`config.mk`:
```
export PLATFORM = sky130hd
export DESIGN_NAME = bitvec_build_flat
export DESIGN_NICKNAME = d
export VERILOG_FILES = /design/src/rtl/bitvec_build_if.sv /design/src/rtl/bitvec_build.sv /design/src/flat_wrapper.sv
export SDC_FILE = /design/constraint.sdc
export NUM_CORES = 1
export LEC_CHECK = 0
export CORE_AREA = 2 2 139 141
export CTS_BUF_LIST = sky130_fd_sc_hd__clkbuf_4 sky130_fd_sc_hd__clkbuf_8
export DETAILED_ROUTE_END_ITERATION = 8
export DIE_AREA = 0 0 141 143
export GPL_ROUTABILITY_DRIVEN = 1
export PLACE_DENSITY = 0.72
export SYNTH_ARGS = -nofsm -noshare
export SYNTH_HDL_FRONTEND = slang
export SYNTH_SLANG_ARGS = --single-unit
```
`constraint.sdc`:
```
create_clock -name clk -period 9.6 [get_ports clk]
set_input_delay 1.92 -clock clk [delete_from_list [all_inputs] [get_ports clk]]
set_output_delay 1.92 -clock clk [all_outputs]
set_load 0.03 [all_outputs]
```
`src/rtl/bitvec_build_if.sv`:
```
// Handshake bundle for bitvec_build.
//   Index side : idx_valid/idx_ready carry idx (all-ones = no bit) and idx_last.
//   Vector side: vec_valid/vec_ready carry vec, vec_count, err_range, err_dup.
// The slave modport is the block itself. The master modport is the
// producer/consumer that drives indexes and takes vectors.
interface bitvec_build_if #(
  parameter int unsigned WID = 144,
  parameter int unsigned IW  = 8,
  parameter int unsigned CW  = 8
);
  logic          idx_valid;
  logic          idx_ready;
  logic [IW-1:0] idx;
  logic          idx_last;
  logic           vec_valid;
  logic           vec_ready;
  logic [WID-1:0] vec;
  logic [CW-1:0]  vec_count;
  logic           err_range;
  logic           err_dup;

  modport slave (
    input  idx_valid, idx, idx_last, vec_ready,
    output idx_ready, vec_valid, vec, vec_count, err_range, err_dup
  );

  modport master (
    output idx_valid, idx, idx_last, vec_ready,
    input  idx_ready, vec_valid, vec, vec_count, err_range, err_dup
  );
endinterface

```
`src/rtl/bitvec_build.sv`:
```
// bitvec_build: rebuilds a bit vector from a stream of bit indexes.
//   clk   : clock
//   rst_n : synchronous active-low reset
//   clr   : synchronous abort; empties the vector and returns to ACCUM
//   bus   : slave side of bitvec_build_if (index stream in, vector out)
// In ACCUM the block takes one index per cycle. An index beat with idx_last
// moves it to HOLD. In HOLD the vector, count and sticky error flags are
// presented until the consumer takes them, and then everything clears.
module bitvec_build #(
  parameter int unsigned WID = 144,
  parameter int unsigned IW  = 8,
  parameter int unsigned CW  = 8
) (
  input  logic            clk,
  input  logic            rst_n,
  input  logic            clr,
  bitvec_build_if.slave   bus
);

  typedef enum logic {ACCUM = 1'b0, HOLD = 1'b1} state_e;

  localparam logic [IW-1:0] SENTINEL = '1;
  localparam logic [IW-1:0] WID_IDX  = IW'(WID);

  state_e         state_q, state_d;
  logic [WID-1:0] vec_q, vec_d;
  logic [CW-1:0]  cnt_q, cnt_d;
  logic           err_range_q, err_range_d;
  logic           err_dup_q, err_dup_d;
  logic           accept;

  // Outputs decode from the state register. rst_n also gates idx_ready
  // so that no index looks acceptable while reset is held.
  assign bus.idx_ready = (state_q == ACCUM) && rst_n;
  assign bus.vec_valid = (state_q == HOLD);
  assign bus.vec       = vec_q;
  assign bus.vec_count = cnt_q;
  assign bus.err_range = err_range_q;
  assign bus.err_dup   = err_dup_q;

  assign accept = bus.idx_valid && (state_q == ACCUM);

  always_comb begin
    state_d     = state_q;
    vec_d       = vec_q;
    cnt_d       = cnt_q;
    err_range_d = err_range_q;
    err_dup_d   = err_dup_q;

    if (accept) begin
      if (bus.idx == SENTINEL) begin
        // no-bit marker: the beat carries only idx_last
      end else if (bus.idx >= WID_IDX) begin
        err_range_d = 1'b1;
      end else if (vec_q[bus.idx]) begin
        err_dup_d = 1'b1;
      end else begin
        vec_d[bus.idx] = 1'b1;
        cnt_d          = cnt_q + CW'(1);
      end
      if (bus.idx_last) state_d = HOLD;
    end

    // The handshake and clr both empty the vector. If they coincide in HOLD,
    // the consumer has already sampled the valid contents, so clr only
    // has to clear.
    if ((state_q == HOLD && bus.vec_ready) || clr) begin
      state_d     = ACCUM;
      vec_d       = '0;
      cnt_d       = '0;
      err_range_d = 1'b0;
      err_dup_d   = 1'b0;
    end
  end

  always_ff @(posedge clk) begin
    if (!rst_n) begin
      state_q     <= ACCUM;
      vec_q       <= '0;
      cnt_q       <= '0;
      err_range_q <= 1'b0;
      err_dup_q   <= 1'b0;
    end else begin
      state_q     <= state_d;
      vec_q       <= vec_d;
      cnt_q       <= cnt_d;
      err_range_q <= err_range_d;
      err_dup_q   <= err_dup_d;
    end
  end

endmodule

```
`src/flat_wrapper.sv`:
```
// flat-port wrapper written by rule: the top's interface ports become plain ports
module bitvec_build_flat 
#(
  parameter int unsigned WID = 144,
  parameter int unsigned IW  = 8,
  parameter int unsigned CW  = 8
)
  (clk, rst_n, clr, bus_idx_valid, bus_idx, bus_idx_last, bus_vec_ready, bus_idx_ready, bus_vec_valid, bus_vec, bus_vec_count, bus_err_range, bus_err_dup);
  bitvec_build_if #(.WID(WID), .IW(IW), .CW(CW)) bus_i ();
  input  logic clk;
  input  logic rst_n;
  input  logic clr;
  input wire logic [$bits(bus_i.idx_valid)-1:0] bus_idx_valid;
  input wire logic [$bits(bus_i.idx)-1:0] bus_idx;
  input wire logic [$bits(bus_i.idx_last)-1:0] bus_idx_last;
  input wire logic [$bits(bus_i.vec_ready)-1:0] bus_vec_ready;
  output wire logic [$bits(bus_i.idx_ready)-1:0] bus_idx_ready;
  output wire logic [$bits(bus_i.vec_valid)-1:0] bus_vec_valid;
  output wire logic [$bits(bus_i.vec)-1:0] bus_vec;
  output wire logic [$bits(bus_i.vec_count)-1:0] bus_vec_count;
  output wire logic [$bits(bus_i.err_range)-1:0] bus_err_range;
  output wire logic [$bits(bus_i.err_dup)-1:0] bus_err_dup;
  assign bus_i.idx_valid = bus_idx_valid;
  assign bus_i.idx = bus_idx;
  assign bus_i.idx_last = bus_idx_last;
  assign bus_i.vec_ready = bus_vec_ready;
  assign bus_idx_ready = bus_i.idx_ready;
  assign bus_vec_valid = bus_i.vec_valid;
  assign bus_vec = bus_i.vec;
  assign bus_vec_count = bus_i.vec_count;
  assign bus_err_range = bus_i.err_range;
  assign bus_err_dup = bus_i.err_dup;
  bitvec_build #(.WID(WID), .IW(IW), .CW(CW)) u_core (.clk(clk), .rst_n(rst_n), .clr(clr), .bus(bus_i));
endmodule
```
==> results of run 1 <==
==> sequential cells by signal, indices dropped and copies added, names as in the netlist <==
signal / count
u_core.bus.vec_valid: 1
u_core.bus.err_dup: 1
u_core.bus.vec: 144
u_core.bus.err_range: 1
u_core.bus.vec_count: 8
==> cell families after synthesis <==
family / count (synthesis) / synth area share
AOI/OAI and AO/OA: 190 / 0.205
xor gates and xnor gates: 2 / 0.00265
adders and majority gates: 1 / 0.00189
buffers and inverters: 59 / 0.0409
DFF: 155 / 0.470
muxes: 65 / 0.120
and+or+nand+nor: 221 / 0.160
==> per-layer routing <==
metal	up-vias	global-route usage
met3	24	0.0443
met5	-	0
li1	2803	-
met4	0	0.0605
met2	290	0.333
met1	2915	0.292
==> how the worst max path moves through the flow <==
stage	end	depth (start not counted)	start	slack [ns]
2_1_floorplan	u_core.bus.vec_count[6]$_SDFFE_PP0P_	13	bus_idx[0]	5.28
3_3_place_gp	u_core.bus.vec[37]$_SDFFE_PP0P_	10	bus_idx[2]	3.83
3_5_place_dp	u_core.bus.vec[45]$_SDFFE_PP0P_	10	bus_idx[2]	3.76
4_1_cts	u_core.bus.vec[46]$_SDFFE_PP0P_	10	bus_idx[2]	4.24
5_1_grt	u_core.bus.vec[46]$_SDFFE_PP0P_	10	bus_idx[2]	3.94
6_report	u_core.bus.vec[46]$_SDFFE_PP0P_	10	bus_idx[2]	4.19
==> final cells by class <==
type                    count  share of cell area
clock inverters            14              0.0184
flip-flops and latches    155               0.353
clock buffers              18              0.0275
repair buffers            176               0.198
inverters                   4             0.00171
multi-input cells         479               0.368
well taps                 234              0.0333
==> cell usage after synthesis (2+ instances only) <==
library cell and number:
sky130_fd_sc_hd__clkbuf_1 37, sky130_fd_sc_hd__nand2_1 32, sky130_fd_sc_hd__nor2_1 107, sky130_fd_sc_hd__nor2b_1 11, sky130_fd_sc_hd__buf_2 12, sky130_fd_sc_hd__and2_1 4
sky130_fd_sc_hd__o21a_1 32, sky130_fd_sc_hd__nor3_1 7, sky130_fd_sc_hd__a22oi_1 14, sky130_fd_sc_hd__o21ai_0 4, sky130_fd_sc_hd__nor4_1 4, sky130_fd_sc_hd__or4_1 2
sky130_fd_sc_hd__dfxtp_1 155, sky130_fd_sc_hd__nand2b_1 6, sky130_fd_sc_hd__o21ai_1 2, sky130_fd_sc_hd__nand3_1 24, sky130_fd_sc_hd__inv_1 4, sky130_fd_sc_hd__nand4_1 6
sky130_fd_sc_hd__mux2i_1 53, sky130_fd_sc_hd__nor3_4 4, sky130_fd_sc_hd__and3_1 3, sky130_fd_sc_hd__a21oi_1 63, sky130_fd_sc_hd__or3_1 6, sky130_fd_sc_hd__mux4_2 11
sky130_fd_sc_hd__a22o_1 67, sky130_fd_sc_hd__buf_4 2, sky130_fd_sc_hd__buf_6 2
==> worst max-delay path, delay by kind of cell <==
family | cells | cell delay (ns)
buffers and inverters | 2 | 0.75
AO/OA/AOI/OAI | 3 | 0.79
AND/OR/NAND/NOR | 5 | 2.33
==> metrics by stage <==
step / cell area, sq um / utilization / hold WS, ns / worst slack (ns) / power [W]
floorplan: 6600 / - / 0.587 / 5.28 / 0.000721
global placement: 8390 / 0.452 / 0.453 / 3.83 / 0.000744
detailed placement: 8390 / 0.452 / 0.469 / 3.76 / 0.000745
CTS: 8790 / 0.473 / 0.491 / 4.24 / 0.00124
global route: 8790 / 0.473 / 0.513 / 3.94 / 0.00128
finish: 8790 / 0.473 / 0.481 / 4.19 / 0.00124
==> report_power, final <==
group | internal (W) | leakage (nW) | total, W | switching [W]
Clock | 0.000240 | 0.200 | 0.000510 | 0.000270
Sequential | 0.000643 | 1.25 | 0.000644 | 0.00000107
Combinational | 0.0000267 | 1.69 | 0.0000869 | 0.0000601
Total | 0.000910 | 3.14 | 0.00124 | 0.000331
==> impl_summary.md, run 1 <==
Clock tree
The H-tree was split into 4 levels. The cell sitting at the root of the clock tree is a sky130_fd_sc_hd__clkbuf_8. The hold buffer count at cts is 0.

Once the clock tree was built, the setup fixing pass inserted 0 buffers. The number of sinks on the clock net is 155. The worst-case clock buffer depth is 2.

The number of buffers created by CTS is 17. The number of cells upsized or downsized after cts is 0. For the worst-skew pair, the clock arrives at the later sink with an insertion delay of 0.47 ns. After clock tree synthesis, the clock-pin slew on the worst setup and hold paths is 0.09 ns. The clock tree from TritonCTS is built.

Logic synthesis
Synthesis produced a netlist with a net count of 708. The flip-flop cell with the highest count after synthesis is sky130_fd_sc_hd__dfxtp_1. The biggest area contributor in the post-synthesis netlist is sky130_fd_sc_hd__dfxtp_1. Of all flip-flops after synthesis, the portion carrying an async set or reset was 0. The number of different library cells in the post-synthesis netlist is 46.

For this run, the register share of the synthesized area comes to 0.470. The number of storage elements in the synthesis netlist is 155. The synthesized instance count is 693. The mapped netlist covers 6600 sq um. The number of enable flip-flop cells after synthesis is 0. Sorting the synthesized cells by area gives the leading types as sky130_fd_sc_hd__dfxtp_1, sky130_fd_sc_hd__a22o_1, sky130_fd_sc_hd__mux2i_1. The synthesized area per cell is 9.53 sq um. The share of synthesized area in the top cell type comes to 0.470. The count of warnings emitted by yosys is 0.

Setup path
The maximum cell stage delay along the critical path is 1.01 ns. Measured in cells, the most critical reg-to-reg path has a length of 8. The capturing element type of the critical path is a register. By startpoint and endpoint, the worst setup path is classified as input pin to register. The arrival time at the worst endpoint is 5.82 ns. Setup slack on the worst reg-to-reg path comes out at 6.70 ns. The data required time at the worst endpoint is 10.01 ns. The reg-to-reg critical path startpoint is u_core.bus.vec[61]$_SDFFE_PP0P_. The category of the worst setup path launch point is an input pin. The slowest stage of the critical path is the sky130_fd_sc_hd__nor2b_1 cell. The worst register-to-register path ends at u_core.bus.vec[46]$_SDFFE_PP0P_. Along the worst path, the maximum fanout reaches 24.

Walking the worst path, the cells encountered are clkdlybuf4s50_1, buf_4, nor2b_1, a22oi_1, nand3_1, nand4_1, a31oi_2, nand3_4, nor3_4, a22o_1.

Floorplan
The initialized floorplan defines 50 standard-cell rows. The starting density of the core is 0.355. The die is 143 um tall. The floorplan die area is 20200 sq um. The width of the die is 141 um. The total area inside the core boundary comes to 18600 sq um. 170 I/O pins were placed.

Global route
The number of antenna violations at the first check in global routing is 0. In the global route stage, overall resource usage came out at 0.211. For this run the aggregate overflow at the end of global routing stands at 0. The pin count of the biggest net entering global routing is 104. The wire length of the first global-routing pass is 32.3 mm. The via count of the first global-routing pass is 5495.

Timing
Derived from the worst setup path, the maximum achievable clock frequency is 0.185 GHz. The final-report max-slew violation count is 0. The number of hold-slack violations in the final timing report is 0. Setup violations remaining at the end of the flow were counted as 0. Dividing the final minimum period by the clock period gives 0.563. The normalized max-slew margin is 0.172. The worst clock skew is 0.0167 ns. The transition time of the tightest slew-check pin is 1.24 ns. Setup repair after global routing left no endpoint under its margin. The minimum clock period after layout is 5.41 ns. The aggregate negative setup slack is 0 ns.

Routing
The final layout contains routed wiring with a total length of 21.5 mm. The remaining number of nets flagged by the antenna check after routing is 0. For this block, the via count after detailed routing is 6032. Dividing the detail-routed via count by the number of cells gives 5.59. After detailed routing, the wire length on met1 is 9.45 mm.

Summed over all nets, wire length on met3 after detailed routing comes to 1.84 mm. Detailed routing placed a total of 9.91 mm of wire on met2. In this run, the number of DRC markers left after iteration 0 of detailed routing was 512. The highest layer touched by signal routing is met4. Before antenna repair, the detailed router went through 5 iterations.

The count of unresolved DRC violations after routing is 0. In the final routed layout, each cell accounts on average for 19.9 um.

Cells and area
The post-route non-filler standard cell count is 1080. After the last flow step, the layout net total stands at 848. Relative to the synthesized area, the layout overhead comes to 33.2%. The number of diodes is 0. The layout cell share with drive strength beyond 1 is 0.0745. The most common library cell in the layout ignoring fill and taps is sky130_fd_sc_hd__clkdlybuf4s50_1. After filler insertion, the fill cell instance count of the layout stands at 1768. The sequential cells in the finished layout cover a total of 3100 sq um. The library cells used most frequently in the layout, excluding fill and tap cells, are sky130_fd_sc_hd__clkdlybuf4s50_1, sky130_fd_sc_hd__dfxtp_1, sky130_fd_sc_hd__nor2_1, sky130_fd_sc_hd__a22o_1, sky130_fd_sc_hd__a21oi_1. In the final layout, the multi-input gates occupy 3240 sq um.

Placed design
Once placement completed, the tool counted placed cells totaling 1048. The post-detailed-placement half-perimeter wirelength is 15.2 mm. Port buffering added 169 buffers. The final RePlAce weighted congestion is 0.821.

Power
The standby leakage power is 3.14 nW. In this run the power density over the cells is 141 nW/um^2. The maximum VDD drop is 0.0854 mV.

Min path
In this run the most critical hold path is launched from u_core.bus.err_dup$_SDFFE_PP0P_. Along the worst hold path, the cell count comes to 1. The worst hold-check path type is register to register. The worst hold path terminates at u_core.bus.err_dup$_SDFFE_PP0P_.

Status
The run finished with clean final reports.

Job
The number of violations of the max-capacitance limit is 0.
Power figures use the tool's default switching activity.
==> run 2: changes to the inputs <==
--- a/config.mk
+++ b/config.mk
@@ -10,7 +10,7 @@
 export DETAILED_ROUTE_END_ITERATION = 8
 export DIE_AREA = 0 0 141 143
 export GPL_ROUTABILITY_DRIVEN = 1
-export PLACE_DENSITY = 0.72
+export PLACE_DENSITY = 0.74
 export SYNTH_ARGS = -nofsm -noshare
 export SYNTH_HDL_FRONTEND = slang
 export SYNTH_SLANG_ARGS = --single-unit
==> constraint.sdc (replaced) <==
create_clock -name clk -period 4.45 [get_ports clk]
set_input_delay 0.89 -clock clk [delete_from_list [all_inputs] [get_ports clk]]
set_output_delay 0.89 -clock clk [all_outputs]
set_load 0.03 [all_outputs]
==> run 2 against run 1 <==
Total power up 110%; via count increased by 0.81%; cell area up 1.1%; clock power is 110% higher; critical endpoint is now u_core.bus.vec_count[7]$_SDFFE_PP0P_; largest power group unchanged.
==> impl_summary.md, run 2 (synthesized netlist as in run 1, its figures left out) <==
Job
The number of violations of the max-capacitance limit is 0.

Routing
The final routed wire length divided by cell count is 20.1 um. Dividing the detail-routed via count by the number of cells gives 5.57. After detailed routing, the number of remaining DRC violations is 0. The detail route stage leaves a number of antenna-violating nets equal to 0.

The final routed wirelength across all metal layers is 21.9 mm. The number of design-rule violations left by the first detailed-router iteration is 544. Detailed routing inserted a total of 6081 vias. The first-pass detailed-route iteration total is 5.

Placed design
The post-detailed-placement half-perimeter wirelength is 16.1 mm. The final RePlAce weighted congestion is 0.914. After detailed placement, the design holds a cell count of 1060. The total of buffers placed on input and output ports is 169.

Timing
The count of endpoints failing setup in the final report is 0. The minimum clock period after layout is 3.64 ns. Headroom to the max-slew limit came out at 0.563.

The number of hold-slack violations in the final timing report came to 0. Setup total negative slack on the finished layout was measured at 0 ns. The clock arrives with 0.0166 ns of skew.

At the pin with the least slew margin, the transition time is 0.653 ns. The fmax is 0.275 GHz. The hold slack is 0.478 ns. The final-report max-slew violation count is 0. Dividing the final minimum period by the clock period gives 0.818. Setup repair after global routing left no endpoint under its margin.

Floorplan
The floorplan die area is 20200 sq um. The floorplan row count is 50. The initial utilization of the core area, before any placement, comes to 0.355.

The die extent in y is 143 um. In this run the standard cell core region covers 18600 sq um. From left edge to right edge, the die measures 141 um. The boundary pin count is 170.

Cells and area
In the final layout, the share of cells above drive strength 1 is 0.0874. The repair_antennas step left the layout with diodes totalling 0. Measured on the finished design, the core utilization comes to 0.478.

The synthesis-to-layout area growth is 34.6%. The most common library cell in the layout ignoring fill and taps is sky130_fd_sc_hd__clkdlybuf4s50_1. The net count of the finished layout is 860.

The library cells used most frequently in the layout, excluding fill and tap cells, are sky130_fd_sc_hd__clkdlybuf4s50_1, sky130_fd_sc_hd__dfxtp_1, sky130_fd_sc_hd__nor2_1, sky130_fd_sc_hd__a22o_1, sky130_fd_sc_hd__a21oi_1. The number of flip-flops in the largest register is 144. Once layout is complete, the cells apart from fillers number 1092.

Power
The maximum VDD drop is 0.187 mV. In this run the power density over the cells is 299 nW/um^2. The design draws 0.00266 W. Summed over all cells, the static leakage comes to 3.20 nW.

Clock tree
The clock latency at the later pin of the worst-skew pair is 0.47 ns. The number of cells upsized or downsized after cts is 0. The hold buffer count at cts is 0.

In this run, CTS created clock tree buffers numbering 17. The number of sinks on the clock net is 155. The post-CTS clock slew at the launch and capture registers of the worst setup and hold paths is 0.08 ns. The worst-case clock buffer depth is 2.

The number of levels the H-tree was split into is 4. In this run the clock root is driven by a sky130_fd_sc_hd__clkbuf_8. The clock tree from TritonCTS is built. The buffer count from post-CTS setup fixing is 0.

Setup path
The slowest stage of the critical path is the sky130_fd_sc_hd__clkdlybuf4s50_1 cell. The category of the worst setup path launch point is an input pin. The signal on the critical path passes through clkdlybuf4s50_1, mux4_2, and2_1, o32ai_1, nor4_1, a31oi_2, nand3_4, or4_1, a21oi_1. For this run, the slowest stage of the critical path takes 0.88 ns.

The type of the worst setup path is input pin to register. The arrival time at the worst endpoint is 4.04 ns. STA classifies the critical path endpoint as a register. The data required time at the worst endpoint is 4.84 ns. In this run the worst path has a maximum fanout of 16.

Global route
The pin count of the biggest net entering global routing is 60. The overall track demand over capacity in global routing is 0.214. The via count of the first global-routing pass is 5625.

The first global-routing pass estimated 32.8 mm of wire. Global routing finished with a remaining overflow of 0. The number of antenna violations at the first check in global routing came to 0.

Min path
The worst hold-check path type is register to register.

Status
The run finished with clean final reports.
## run 2: changes by cell type in the layout (fill, tap and decap cells not counted), moves of 2 or more
cell,delta
sky130_fd_sc_hd__inv_6,-2
sky130_fd_sc_hd__clkbuf_4,+2
sky130_fd_sc_hd__clkinv_4,-2
sky130_fd_sc_hd__clkinvlp_4,+3
sky130_fd_sc_hd__buf_4,+11
## run 2: worst paths after layout
path / from / end / slack [ns] / cells after the start
hold / removal: u_core.bus.vec_count[7]$_SDFFE_PP0P_ / u_core.bus.vec_count[7]$_SDFFE_PP0P_ / 0.48 / 2
hold reg to reg: u_core.bus.vec_count[7]$_SDFFE_PP0P_ / u_core.bus.vec_count[7]$_SDFFE_PP0P_ / 0.48 / 2
setup / recovery: bus_idx[2] / u_core.bus.vec_count[7]$_SDFFE_PP0P_ / 0.81 / 9
setup reg to reg: u_core.bus.vec[55]$_SDFFE_PP0P_ / u_core.bus.vec_count[7]$_SDFFE_PP0P_ / 1.71 / 8
## run 2: layout make-up
type,count,area [sq um]
Fill cell,1764,9690
Clock inverter,12,138
Sequential cell,155,3100
Multi-Input combinational cell,479,3240
Tap cell,234,293
Clock buffer,20,256
Inverter,4,15.0
Timing Repair Buffer,188,1840
## run 2: layer usage
layer,track usage,vias up,wire length (um)
li1,-,2813,-
met1,0.289,2967,9810
met2,0.332,269,9890
met3,0.0600,32,1740
met4,0.0674,0,474
met5,0,-,0
## run 2: per-stage QoR
stage               instance area [sq um]  worst slack [ns]
floorplan                            6600              1.16
global placement                     8490             0.434
detailed placement                   8490             0.362
CTS                                  8890             0.844
global route                         8890             0.634
finish                               8890             0.808
## run 2: report_power, final
part	leakage (nW)	internal, W	switching (W)	total [W]
clock	0.187	0.000521	0.000558	0.00108
combinational	1.76	0.0000625	0.000127	0.000190
sequential	1.25	0.00139	0.00000240	0.00139
total	3.20	0.00197	0.000688	0.00266
## run 2: worst max-delay path, delay by kind of cell
kind | cells | cell delay [ns]
simple gates | 4 | 1.14
buf+inv | 1 | 0.88
compound gates | 3 | 0.70
mux | 1 | 0.41
==> run 3: changes to the inputs <==
--- a/config.mk
+++ b/config.mk
@@ -10,7 +10,7 @@
 export DETAILED_ROUTE_END_ITERATION = 8
 export DIE_AREA = 0 0 141 143
 export GPL_ROUTABILITY_DRIVEN = 1
-export PLACE_DENSITY = 0.74
+export PLACE_DENSITY = 0.72
 export SYNTH_ARGS = -nofsm -noshare
 export SYNTH_HDL_FRONTEND = slang
 export SYNTH_SLANG_ARGS = --single-unit
==> constraint.sdc (replaced) <==
create_clock -name clk -period 3.5 [get_ports clk]
set_input_delay 0.7 -clock clk [delete_from_list [all_inputs] [get_ports clk]]
set_output_delay 0.7 -clock clk [all_outputs]
set_load 0.03 [all_outputs]
==> run 3 against run 2 <==
Total power is 30% higher; combinational power is 36% higher; wire length is 2.9% lower; clock power is 33% higher; largest power group unchanged.
==> impl_summary.md, run 3 (synthesized netlist as in run 1, its figures left out) <==
Clock tree
The number of levels the H-tree was split into is 4. The number of cells upsized or downsized after cts is 0. Clock-pin slew was measured on the worst setup and hold paths at 0.08 ns. The root buffer cell chosen for the clock tree is sky130_fd_sc_hd__clkbuf_8. The number of clock buffers added by TritonCTS is 17. Counting every sink on the clock net gives 155. The buffer count from post-CTS setup fixing is 0.

For the worst-skew pair, the clock arrives at the later sink with an insertion delay of 0.47 ns. The clock tree from TritonCTS is built. The worst-case clock buffer depth is 2. In this run, post-CTS hold repair placed 0 buffers.

Routing
The number of design-rule violations left by the first detailed-router iteration is 553. Dividing the detail-routed wire length by the instance count gives 19.3 um. For this run, the detailed router's first-pass iteration total came to 5. After detailed routing, the number of remaining DRC violations is 0. The remaining number of nets flagged by the antenna check after routing is 0. The via count of the routed design is 6048.

The via-per-instance ratio is 5.48. The final routed wirelength across all metal layers is 21.3 mm.

Timing
Across all setup checks in the final design, the least slack found is 0.514 ns. Setup violations remaining at the end of the flow were counted as 0. The minimum clock period after layout is 2.99 ns. For this run, the top clock speed supported by timing is 0.335 GHz. The normalized max-slew margin is 0.556.

The transition time of the tightest slew-check pin is 0.660 ns. Setup repair after global routing left no endpoint under its margin. The number of hold-slack violations in the final timing report came to 0. In the final timing run, aggregate negative setup slack is 0 ns. The worst clock skew is 0.0152 ns.

The final worst-path cycle share is 0.853. The final-report max-slew violation count is 0.

Global route
The via count of the first global-routing pass is 5663. The total overflow left after global routing is 0. The overall track demand over capacity in global routing is 0.212. The pin count of the biggest net entering global routing is 55. The number of antenna violations at the first check in global routing is 0. The first global-routing pass estimated 32.6 mm of wire.

Status
The run finished with clean final reports.

Min path
The hold-critical path depth is 1. The worst hold path belongs to the class register to register.

Cells and area
Leaving out fill and tap cells, the most frequent cells in the layout are sky130_fd_sc_hd__clkdlybuf4s50_1, sky130_fd_sc_hd__dfxtp_1, sky130_fd_sc_hd__nor2_1, sky130_fd_sc_hd__a22o_1, sky130_fd_sc_hd__a21oi_1. Summing all flip-flop and latch instances after layout gives 3100 sq um. Leaving out fill and tap cells, the most frequent cell in the layout is sky130_fd_sc_hd__clkdlybuf4s50_1.

The finished layout holds 1103 standard cells, fillers aside. The final-layout fill cell count is 1707. The area of the multi-input gates is 3240 sq um. After the last flow step, the layout net total stands at 872. The layout cell share with drive strength beyond 1 is 0.0990.

From synthesis to final layout, the design area changed by 37.4%. The number of diodes is 0. Measured on the finished design, the core utilization comes to 0.488. The register with the most flip-flops in the layout has 144 of them.

Setup path
The path depth of the worst reg2reg path is 8. The reg-to-reg critical path startpoint is u_core.bus.vec[143]$_SDFFE_PP0P_. The category of the worst setup path launch point is an input pin. The worst setup path is captured at a register. Data arrives at the worst endpoint at 3.38 ns. The worst register-to-register path ends at u_core.bus.vec_count[5]$_SDFFE_PP0P_. The maximum fanout along the worst path is 24.

The register-to-register path setup slack is 0.96 ns. The critical path startpoint is bus_idx[2]. The most critical setup path has its endpoint at u_core.bus.vec_count[5]$_SDFFE_PP0P_. STA puts the critical path data required time at 3.89 ns. The worst setup path is of the input pin to register kind.

Floorplan
The die is 143 um tall. The floorplan die area is 20200 sq um. The boundary pin count is 170. After floorplanning, the core was sized to cover 18600 sq um. In this run the horizontal extent of the chip is 141 um. The floorplan row count is 50. The starting density of the core is 0.355.

Placed design
The final RePlAce weighted congestion is 0.857. The number of placed instances, taps included, is 1072. The post-detailed-placement half-perimeter wirelength is 15.7 mm. The worst setup timing slack at the placement stage is 0.0905 ns.

Buffers placed on the I/O ports in this run total 169.

Power
The maximum VDD drop is 0.253 mV. The power per cell area is 381 nW/um^2. Summed over all cells, the static leakage comes to 3.29 nW.

Job
The number of violations of the max-capacitance limit is 0.
-- run 3: how the worst min path moves through the flow --
stage	start	to	slack [ns]
after floorplan	u_core.bus.vec[66]$_SDFFE_PP0P_	u_core.bus.vec[66]$_SDFFE_PP0P_	0.59
after global placement	u_core.bus.vec_count[7]$_SDFFE_PP0P_	u_core.bus.vec_count[7]$_SDFFE_PP0P_	0.47
after detailed placement	u_core.bus.err_dup$_SDFFE_PP0P_	u_core.bus.err_dup$_SDFFE_PP0P_	0.47
after CTS	u_core.bus.err_dup$_SDFFE_PP0P_	u_core.bus.err_dup$_SDFFE_PP0P_	0.49
after global routing	u_core.bus.vec[118]$_SDFFE_PP0P_	u_core.bus.vec[118]$_SDFFE_PP0P_	0.52
final	u_core.bus.err_dup$_SDFFE_PP0P_	u_core.bus.err_dup$_SDFFE_PP0P_	0.49
-- run 3: worst max-delay path, cell delays in order --
cell                              delay, ns
sky130_fd_sc_hd__clkdlybuf4s50_1       0.50
sky130_fd_sc_hd__buf_12                0.18
sky130_fd_sc_hd__nor2b_1               0.15
sky130_fd_sc_hd__buf_4                 0.22
sky130_fd_sc_hd__a22oi_1               0.09
sky130_fd_sc_hd__nand3_1               0.12
sky130_fd_sc_hd__nand4_1               0.19
sky130_fd_sc_hd__a32oi_2               0.40
sky130_fd_sc_hd__nand3_4               0.13
sky130_fd_sc_hd__buf_4                 0.17
sky130_fd_sc_hd__or3_1                 0.34
sky130_fd_sc_hd__a21oi_1               0.14
-- run 3: metal layers --
| layer | track usage | wire, um |
|---|---|---|
| met3 | 0.0567 | 1710 |
| met4 | 0.0568 | 256 |
| met2 | 0.327 | 9670 |
| met1 | 0.295 | 9650 |
| met5 | 0 | 0 |
-- run 3: layout make-up --
cell class                      instances  area share
Multi-Input combinational cell        479       0.357
Sequential cell                       155       0.342
Timing Repair Buffer                  200       0.221
Tap cell                              234      0.0323
Clock buffer                           19      0.0281
Clock inverter                         12      0.0179
Inverter                                4     0.00165
-- run 3: report_power, final --
| part | leakage [nW] | switching, W | internal (W) |
|---|---|---|---|
| clock | 0.207 | 0.000700 | 0.000736 |
| sequential | 1.25 | 0.00000282 | 0.00176 |
| combinational | 1.84 | 0.000166 | 0.0000920 |
| total | 3.29 | 0.000869 | 0.00259 |
-- run 3: metrics by stage --
stage	cell area [sq um]	hold slack, ns	total power, W
global route	9070	0.524	0.00358
finish	9070	0.487	0.00346
detailed placement	8660	0.469	0.00206
global placement	8660	0.472	0.00206
floorplan	6600	0.587	0.00198
CTS	9070	0.488	0.00349
